$ cat config.mk
export PLATFORM = sky130hd
export DESIGN_NAME = avmm_txn_tracker
export DESIGN_NICKNAME = d
export VERILOG_FILES = /design/src/rtl/avmm_txn_tracker.sv
export SDC_FILE = /design/constraint.sdc
export NUM_CORES = 1
export LEC_CHECK = 0
export CORE_ASPECT_RATIO = 0.6
export CORE_MARGIN = 8
export CORE_UTILIZATION = 37
export CTS_CLUSTER_SIZE = 30
export DETAILED_ROUTE_END_ITERATION = 10
export GPL_TIMING_DRIVEN = 0
export PLACE_DENSITY = 0.74
export SYNTH_ARGS = -nofsm -noshare
export SYNTH_HDL_FRONTEND = slang
export SYNTH_SLANG_ARGS = --single-unit
$ cat constraint.sdc
create_clock -name clk -period 6.95 [get_ports clk]
set_clock_uncertainty 0.1 [all_clocks]
set_input_delay 1.7375 -clock clk [delete_from_list [all_inputs] [get_ports clk]]
set_output_delay 1.7375 -clock clk [all_outputs]
set_load 0.1 [all_outputs]
$ cat src/rtl/avmm_txn_tracker.sv
// avmm_txn_tracker
// Pipeline and transaction-tracking stage between the HPS address remapper
// (s_* side) and the R-tile usrhip Avalon-MM slave (m_* side).
//  - One-entry command register, issued to the HIP when the in-flight limit
//    (outstanding + pending drops) allows.
//  - In-order type FIFO (1 = read) so every completion, real or synthetic,
//    retires the oldest transaction.
//  - Down-counting watchdog: when no completion is seen for TIMEOUT_CYCLES
//    cycles, a synthetic error response is returned for the oldest entry and
//    its eventual real response is later discarded (drop_cnt).
// Ports:
//  clk, rst                     clock, synchronous active-high reset
//  s_*                          command in / response out (remapper side)
//  m_*                          command out / response in (HIP side)
//  outstanding_o                in-flight transaction count
//  timeout_count_o              saturating count of synthetic responses
module avmm_txn_tracker #(
  parameter int                    ADDR_WIDTH      = 32,
  parameter int                    DATA_WIDTH      = 32,
  parameter int                    RESP_WIDTH      = 2,
  parameter int                    MAX_OUTSTANDING = 4,
  parameter int                    TIMEOUT_CYCLES  = 1024,
  parameter logic [DATA_WIDTH-1:0] TIMEOUT_DATA    = 32'hDEAD_BEEF
) (
  input  logic                    clk,
  input  logic                    rst,
  input  logic [ADDR_WIDTH-1:0]   s_address,
  input  logic [DATA_WIDTH-1:0]   s_writedata,
  input  logic [DATA_WIDTH/8-1:0] s_byteenable,
  input  logic                    s_read,
  input  logic                    s_write,
  input  logic                    s_burstcount,
  input  logic                    s_debugaccess,
  output logic                    s_waitrequest,
  output logic [DATA_WIDTH-1:0]   s_readdata,
  output logic                    s_readdatavalid,
  output logic                    s_writerespvalid,
  output logic [RESP_WIDTH-1:0]   s_resp,
  output logic [ADDR_WIDTH-1:0]   m_address,
  output logic [DATA_WIDTH-1:0]   m_writedata,
  output logic [DATA_WIDTH/8-1:0] m_byteenable,
  output logic                    m_read,
  output logic                    m_write,
  output logic                    m_burstcount,
  output logic                    m_debugaccess,
  input  logic                    m_waitrequest,
  input  logic                    m_readdatavalid,
  input  logic                    m_writerespvalid,
  input  logic [DATA_WIDTH-1:0]   m_readdata,
  input  logic [RESP_WIDTH-1:0]   m_resp,
  output logic [4:0]              outstanding_o,
  output logic [15:0]             timeout_count_o
);

  localparam int PW  = (MAX_OUTSTANDING > 1) ? $clog2(MAX_OUTSTANDING) : 1;
  localparam int TW  = (TIMEOUT_CYCLES > 1) ? $clog2(TIMEOUT_CYCLES) : 1;
  localparam int BEW = DATA_WIDTH / 8;

  logic                       cmd_valid_q, cmd_valid_d;
  logic                       cmd_rd_q, cmd_rd_d;
  logic [ADDR_WIDTH-1:0]      cmd_addr_q, cmd_addr_d;
  logic [DATA_WIDTH-1:0]      cmd_wdata_q, cmd_wdata_d;
  logic [BEW-1:0]             cmd_be_q, cmd_be_d;
  logic                       cmd_burst_q, cmd_burst_d;
  logic                       cmd_dbg_q, cmd_dbg_d;

  logic [MAX_OUTSTANDING-1:0] type_q, type_d;
  logic [PW-1:0]              wr_ptr_q, wr_ptr_d;
  logic [PW-1:0]              rd_ptr_q, rd_ptr_d;
  logic [4:0]                 outst_q, outst_d;
  logic [4:0]                 drop_q, drop_d;
  logic [TW-1:0]              timer_q, timer_d;
  logic [15:0]                tocnt_q, tocnt_d;

  logic                       rdv_q, rdv_d;
  logic                       wrv_q, wrv_d;
  logic [DATA_WIDTH-1:0]      rdata_q, rdata_d;
  logic [RESP_WIDTH-1:0]      resp_q, resp_d;

  logic [5:0] inflight;
  logic       can_issue, issue, accept;
  logic       real_rsp, real_cpl, late, fire, cpl, head_rd;

  // Pending drops still occupy HIP slots, so they count against the limit.
  assign inflight  = {1'b0, outst_q} + {1'b0, drop_q};
  assign can_issue = (inflight < 6'(MAX_OUTSTANDING));
  assign issue     = cmd_valid_q & ~m_waitrequest & can_issue;
  assign s_waitrequest = rst | (cmd_valid_q & ~issue);
  assign accept    = (s_read | s_write) & ~s_waitrequest;

  assign real_rsp  = m_readdatavalid | m_writerespvalid;
  assign real_cpl  = real_rsp & (drop_q == 5'd0) & (outst_q != 5'd0);
  assign late      = real_rsp & (drop_q != 5'd0);
  // Any real response that cycle (even a late one) defers the fire, which
  // also keeps fire and late mutually exclusive for drop_cnt.
  assign fire      = (outst_q != 5'd0) & (timer_q == '0) & ~real_rsp;
  assign cpl       = real_cpl | fire;
  assign head_rd   = type_q[rd_ptr_q];

  always_comb begin
    cmd_valid_d = cmd_valid_q;
    cmd_rd_d    = cmd_rd_q;
    cmd_addr_d  = cmd_addr_q;
    cmd_wdata_d = cmd_wdata_q;
    cmd_be_d    = cmd_be_q;
    cmd_burst_d = cmd_burst_q;
    cmd_dbg_d   = cmd_dbg_q;
    if (issue) cmd_valid_d = 1'b0;
    if (accept) begin
      cmd_valid_d = 1'b1;
      cmd_rd_d    = s_read;
      cmd_addr_d  = s_address;
      cmd_wdata_d = s_writedata;
      cmd_be_d    = s_byteenable;
      cmd_burst_d = s_burstcount;
      cmd_dbg_d   = s_debugaccess;
    end

    type_d   = type_q;
    wr_ptr_d = wr_ptr_q;
    rd_ptr_d = rd_ptr_q;
    if (issue) begin
      type_d[wr_ptr_q] = cmd_rd_q;
      wr_ptr_d         = wr_ptr_q + 1'b1;
    end
    if (cpl) rd_ptr_d = rd_ptr_q + 1'b1;

    outst_d = outst_q + {4'd0, issue} - {4'd0, cpl};
    drop_d  = drop_q + {4'd0, fire} - {4'd0, late};
    tocnt_d = (fire && (tocnt_q != 16'hFFFF)) ? tocnt_q + 16'd1 : tocnt_q;

    // Reload on any completion or when idle; hold at terminal count while a
    // late response defers the fire.
    if ((outst_q == 5'd0) || cpl)  timer_d = TW'(TIMEOUT_CYCLES - 1);
    else if (timer_q != '0)        timer_d = timer_q - 1'b1;
    else                           timer_d = timer_q;

    rdv_d   = 1'b0;
    wrv_d   = 1'b0;
    rdata_d = rdata_q;
    resp_d  = resp_q;
    if (real_cpl) begin
      rdv_d   = m_readdatavalid;
      wrv_d   = m_writerespvalid;
      rdata_d = m_readdata;
      resp_d  = m_resp;
    end else if (fire) begin
      rdv_d   = head_rd;
      wrv_d   = ~head_rd;
      rdata_d = head_rd ? TIMEOUT_DATA : rdata_q;
      resp_d  = RESP_WIDTH'(2'b10);
    end
  end

  always_ff @(posedge clk) begin
    if (rst) begin
      cmd_valid_q <= 1'b0;
      cmd_rd_q    <= 1'b0;
      cmd_addr_q  <= '0;
      cmd_wdata_q <= '0;
      cmd_be_q    <= '0;
      cmd_burst_q <= 1'b0;
      cmd_dbg_q   <= 1'b0;
      type_q      <= '0;
      wr_ptr_q    <= '0;
      rd_ptr_q    <= '0;
      outst_q     <= '0;
      drop_q      <= '0;
      timer_q     <= TW'(TIMEOUT_CYCLES - 1);
      tocnt_q     <= '0;
      rdv_q       <= 1'b0;
      wrv_q       <= 1'b0;
      rdata_q     <= '0;
      resp_q      <= '0;
    end else begin
      cmd_valid_q <= cmd_valid_d;
      cmd_rd_q    <= cmd_rd_d;
      cmd_addr_q  <= cmd_addr_d;
      cmd_wdata_q <= cmd_wdata_d;
      cmd_be_q    <= cmd_be_d;
      cmd_burst_q <= cmd_burst_d;
      cmd_dbg_q   <= cmd_dbg_d;
      type_q      <= type_d;
      wr_ptr_q    <= wr_ptr_d;
      rd_ptr_q    <= rd_ptr_d;
      outst_q     <= outst_d;
      drop_q      <= drop_d;
      timer_q     <= timer_d;
      tocnt_q     <= tocnt_d;
      rdv_q       <= rdv_d;
      wrv_q       <= wrv_d;
      rdata_q     <= rdata_d;
      resp_q      <= resp_d;
    end
  end

  assign m_address     = cmd_addr_q;
  assign m_writedata   = cmd_wdata_q;
  assign m_byteenable  = cmd_be_q;
  assign m_burstcount  = cmd_burst_q;
  assign m_debugaccess = cmd_dbg_q;
  // Strobes stay up through m_waitrequest: the command register only
  // changes on issue, and the limit check cannot drop while waiting.
  assign m_read        = cmd_valid_q & cmd_rd_q & can_issue;
  assign m_write       = cmd_valid_q & ~cmd_rd_q & can_issue;

  assign s_readdatavalid  = rdv_q;
  assign s_writerespvalid = wrv_q;
  assign s_readdata       = rdata_q;
  assign s_resp           = resp_q;
  assign outstanding_o    = outst_q;
  assign timeout_count_o  = tocnt_q;

endmodule

# --- Word-level counts from Yosys, hierarchy flattened ---
# Cells that the tools add are included.
op_classes:
  n_bitwise: 23
  n_mul: 0
  div: 0
  muxes: 16
  n_eq_ne: 1
  shifts: 0
  reduce_logical: 14
  add_sub_neg: 9
  magnitude_cmp: 4
op_table:
  columns: ["cell", "n"]
  rows:
  - ["two-way mux 32 bit", 3]
  - ["adder 16 x 1 -> 16 bit, second input constant", 1]
  - ["!= test 16 bit, second input constant", 1]
  - ["AND 1 bit", 13]
  - ["adder 5 x 1 -> 5 bit", 2]
  - ["logical NOT 10 bit", 1]
  - ["logical NOT 5 bit", 2]
  - ["nonzero test 10 bit", 1]
  - ["nonzero test 5 bit", 2]
  - ["subtractor 10 x 1 -> 10 bit, second input constant", 1]
  - ["subtractor 5 x 1 -> 5 bit", 2]
  - ["two-way mux 1 bit", 8]
  - ["adder 5 x 5 -> 6 bit", 1]
  - ["less-than comparator 2 x 3 -> 1 bit, second input constant", 2]
  - ["less-than comparator 6 x 3 -> 1 bit, second input constant", 1]
  - ["NOT 1 bit", 6]
  - ["nonzero test 2 bit", 3]
  - ["adder 2 x 1 -> 2 bit, second input constant", 2]
  - ["bitwise mux 4 bit", 1]
  - ["two-way mux 2 bit", 2]
  - ["bitwise OR 1 bit", 4]
  - ["binary-select mux 1 bit (select 2 bit)", 1]
  - ["demux 1 bit (select 2 bit)", 1]
  - [">= comparator 2 x 1 -> 1 bit, second input constant", 1]
  - ["other kinds (4)", 5]
word_totals:
  latchBits: 0
  n_memories: 0
  register_bits: 152
  romBits: 0
  mem_bits_rw: 0
  out_inout_bits: 130

# --- Longest topological paths before layout ---
# Gate-level depths: netlist of the first run.
depth:
  ltp_word: 9
  mapped_depth: 16

# --- Worst setup path before layout of the first run ---
# OpenSTA, ideal clock, no wires.
synth_timing:
  path_type: "in2out"
  startpoint: "input port rst"
  endpoint: "output port s_waitrequest"
  stages: 4
  slack_ns: 1.837
  arrival_ns: 3.275
  path_cell_list: "clkbuf_1 clkbuf_1 clkbuf_1 nand2b_1"
synth_via:
  elab_chain_cells: 1
synth_rtl:
  columns: ["element", "line_no", "rtl"]
  rows:
  - ["start, declared", "26", "input logic rst,"]
  - ["bitwise OR 1 bit", "88", "assign s_waitrequest = rst | (cmd_valid_q & ~issue);"]
  - ["end, declared", "34", "output logic s_waitrequest,"]
# No other way between the ends.

# --- Worst setup path after layout of the first run ---
# Same ends and word-level chain as after synthesis.

==> metrics, run 1 <==
status=complete, no violations; RSZ-0062 raised after global routing=false; core area=between 15,000 and 20,000 um^2; Max VDD drop=between 0.2 and 0.3 mV; final wirelength=about 20,000 um; post-CTS sizing=0; multiplexer share of the synthesized area=0.0240; Buffers on Ports=approximately 240; prevailing post-synth register cell=dfxtp_1; DP HPWL=around 16,000 um; worst hold path cell count=1; Fin Setup TNS=0 ns; max_slew headroom=0.277; Leak=3.90 nW; Final min period=6.22 ns; synthesized area per cell=8.70 um^2; Root Buffer=clkbuf_16; Initial DRC Count=between 300 and 400; total power=roughly 3.9 mW; Via Count=5,997; worst-skew pair later-pin latency=0.41 ns; critical path class=in2out; Total Die Area=~22,000 um^2; Worst Reg-to-Reg Cells=16; CTS clk-pin slew, worst paths=0.06 ns; fin nets=~1,100; Ys Warns=0; clk buf depth=2; Worst Hold Path EP=s_readdata[18]; postcts setup bufs=0; area leader, netlist=dfxtp_1; main combinational cell family by area after synthesis=simple AND/OR/NAND/NOR gates; adder and majority cell fraction of the synthesized area=0.0480; area of the mapped netlist=between 6000 and 7000 um^2; # hold bufs at CTS=0; fmax=roughly 160 MHz; Post-Syn Nets=between 800 and 900; global-route wire length before repair=~33,000 um; ANT nets after route=0; pwr dens=393 nW/um^2; initial antenna violation count=0; critical path fanouts, max=10; Mapped Cells=approximately 760; reg2reg start=outstanding_o[2]; sequential share of the synthesized area=0.463; Starting Density=0.380; fin crit share=0.895; gr usage total=0.178; Worst R2R Setup Slack=around 3.1 ns; remaining global-route overflow=0; top cell type's share of synthesized area=0.463; worst min path class=reg2reg; WL per Instance=16.1 um; Layout area overhead=49.4%; number of synthesized flops with an enable pin=0; drt drc=0; drt first pass iters=5; H-tree levels=4; TritonCTS Buffers=17; Arrival @ worst endpoint=between 4 and 5 ns; Crit. Startpoint=rst; antenna fix cells=0; top cells by count, synth=dfxtp_1 (152), inv_1 (93), o21ai_0 (86); Ports=~240; CTS tree=done; register bit count reported by yosys=between 150 and 200; Die W=approximately 190 um; hold wc startpoint=s_readdata[18]; vias in the first global route=~6,000; Die Y-Extent=between 100 and 150 um; drt via density=roughly 4.8; Yosys cell types=47; Worst setup SP type=primary input; post-synthesis xor/xnor area fraction=0.0213; Synth Area in Compound Gates=0.132; top-count cell post-synth=dfxtp_1; largest net degree at the start of global routing=17; fraction of layout cells with a size suffix above 1=0.0517; Least-Margin Pin Slew=~1.1 ns; Final Setup Violations=0; Finished Core Util=0.568; TritonCTS Sinks=roughly 150; largest cells by area after synthesis=dfxtp_1 (46%), nand3b_1 (8.1%), o21ai_0 (6.6%); FP Rows=37; max-cap violations=0; Req. time, crit path=about 5.1 ns; asr flop ratio synth=0; crit end category=output pin; filler instances=1,609; routability cong.=about 0.8; final hold viol count=0; Post-Synth Simple-Gate Area=0.230; fin. max-slew vios=0; FF-to-FF End=outstanding_o[4]
==> metrics by stage <==
step                      cell area (um^2)  setup slack, ns  hold slack (ns)  std cells
after CTS                             9810            0.609            0.367       1260
after global routing                  9810            0.489            0.376       1260
after detailed placement              9250            0.623            0.352       1228
final                                 9810            0.732            0.364       1260
after floorplan                       6570             1.84            0.349        755
after global placement                9250            0.562            0.347       1228
==> cell usage in the layout (no fill, tap or decap), drive strengths merged, types with 8 or more instances in the layout <==
cell type	Yosys	layout
nor2	81	81
nand3	13	13
a21oi	27	27
nor3	12	12
clkdlybuf4s50	0	239
nand2	32	32
or3	8	8
mux2i	9	9
nor2b	8	8
nand3b	71	71
dfxtp	152	152
ha	22	22
xnor2	9	9
clkbuf	35	53
inv	93	102
o21a	24	24
o21ai	86	86
==> metal layers <==
metal / vias to the layer above / part of all wire / wire, um / global-route usage
met5: - / 0 / 0 / 0
met4: 0 / 0.0070 / 142 / 0.0324
met3: 11 / 0.085 / 1730 / 0.0746
met2: 193 / 0.41 / 8400 / 0.263
met1: 2755 / 0.49 / 10000 / 0.240
li1: 3038 / - / - / -
==> cell families (layout without fill, tap and decap cells) <==
group / Yosys count / after routing
simple gates: 264 / 264
flops: 152 / 152
xor+xnor: 16 / 16
buf+inv: 135 / 406
compound gates: 150 / 150
fa+ha+maj: 24 / 24
mux: 14 / 14
==> layout make-up <==
class,count,area (um^2),area share
plain buffers,42,186,0.0190
clock buffers,18,429,0.0437
clock inverters,14,129,0.0131
inverters,93,349,0.0356
multi-input cells,468,2990,0.305
flip-flops and latches,152,3040,0.310
well taps,234,293,0.0298
repair buffers,239,2390,0.244
==> power by group <==
| group | internal, mW | switching, mW | total, mW | leakage, nW |
|---|---|---|---|---|
| registers | 1.02 | 0.0988 | 1.12 | 1.25 |
| clock network | 0.474 | 0.410 | 0.885 | 0.273 |
| logic | 0.505 | 1.34 | 1.85 | 2.38 |
==> critical path, cell delays in order <==
cell and delay, ns:
clkbuf_1 0.34, clkbuf_1 0.49, clkbuf_1 0.47, nand2b_1 0.17, clkdlybuf4s50_1 1.15
==> state kept, by name (all words and copies together) (netlist names), 2 cells and up <==
name,flops
m_writedata,32
type_q,4
s_readdata,32
timeout_count_o,16
drop_q,5
rd_ptr_q,2
s_resp,2
wr_ptr_q,2
timer_q,10
outstanding_o,5
m_byteenable,4
m_address,32
==> worst max path at each step <==
stage,slack [ns],depth (start not counted),to
6_report,0.73,5,s_waitrequest
5_1_grt,0.49,5,s_waitrequest
4_1_cts,0.61,5,s_waitrequest
3_5_place_dp,0.62,5,s_waitrequest
3_3_place_gp,0.56,5,s_waitrequest
2_1_floorplan,1.84,4,s_waitrequest
No activity file was read; power rests on OpenSTA's default activity.
==> run 2, diff against run 1 <==
--- a/config.mk
+++ b/config.mk
@@ -8,10 +8,13 @@
 export CORE_ASPECT_RATIO = 0.6
 export CORE_MARGIN = 8
 export CORE_UTILIZATION = 37
+export CTS_CLUSTER_DIAMETER = 30
 export CTS_CLUSTER_SIZE = 30
 export DETAILED_ROUTE_END_ITERATION = 10
 export GPL_TIMING_DRIVEN = 0
 export PLACE_DENSITY = 0.74
+export SKIP_LAST_GASP = 1
+export SLEW_MARGIN = 0
 export SYNTH_ARGS = -nofsm -noshare
 export SYNTH_HDL_FRONTEND = slang
 export SYNTH_SLANG_ARGS = --single-unit
==> results of run 2 <==
No change in the layout: final DEF, timing and power equal those of run 1.
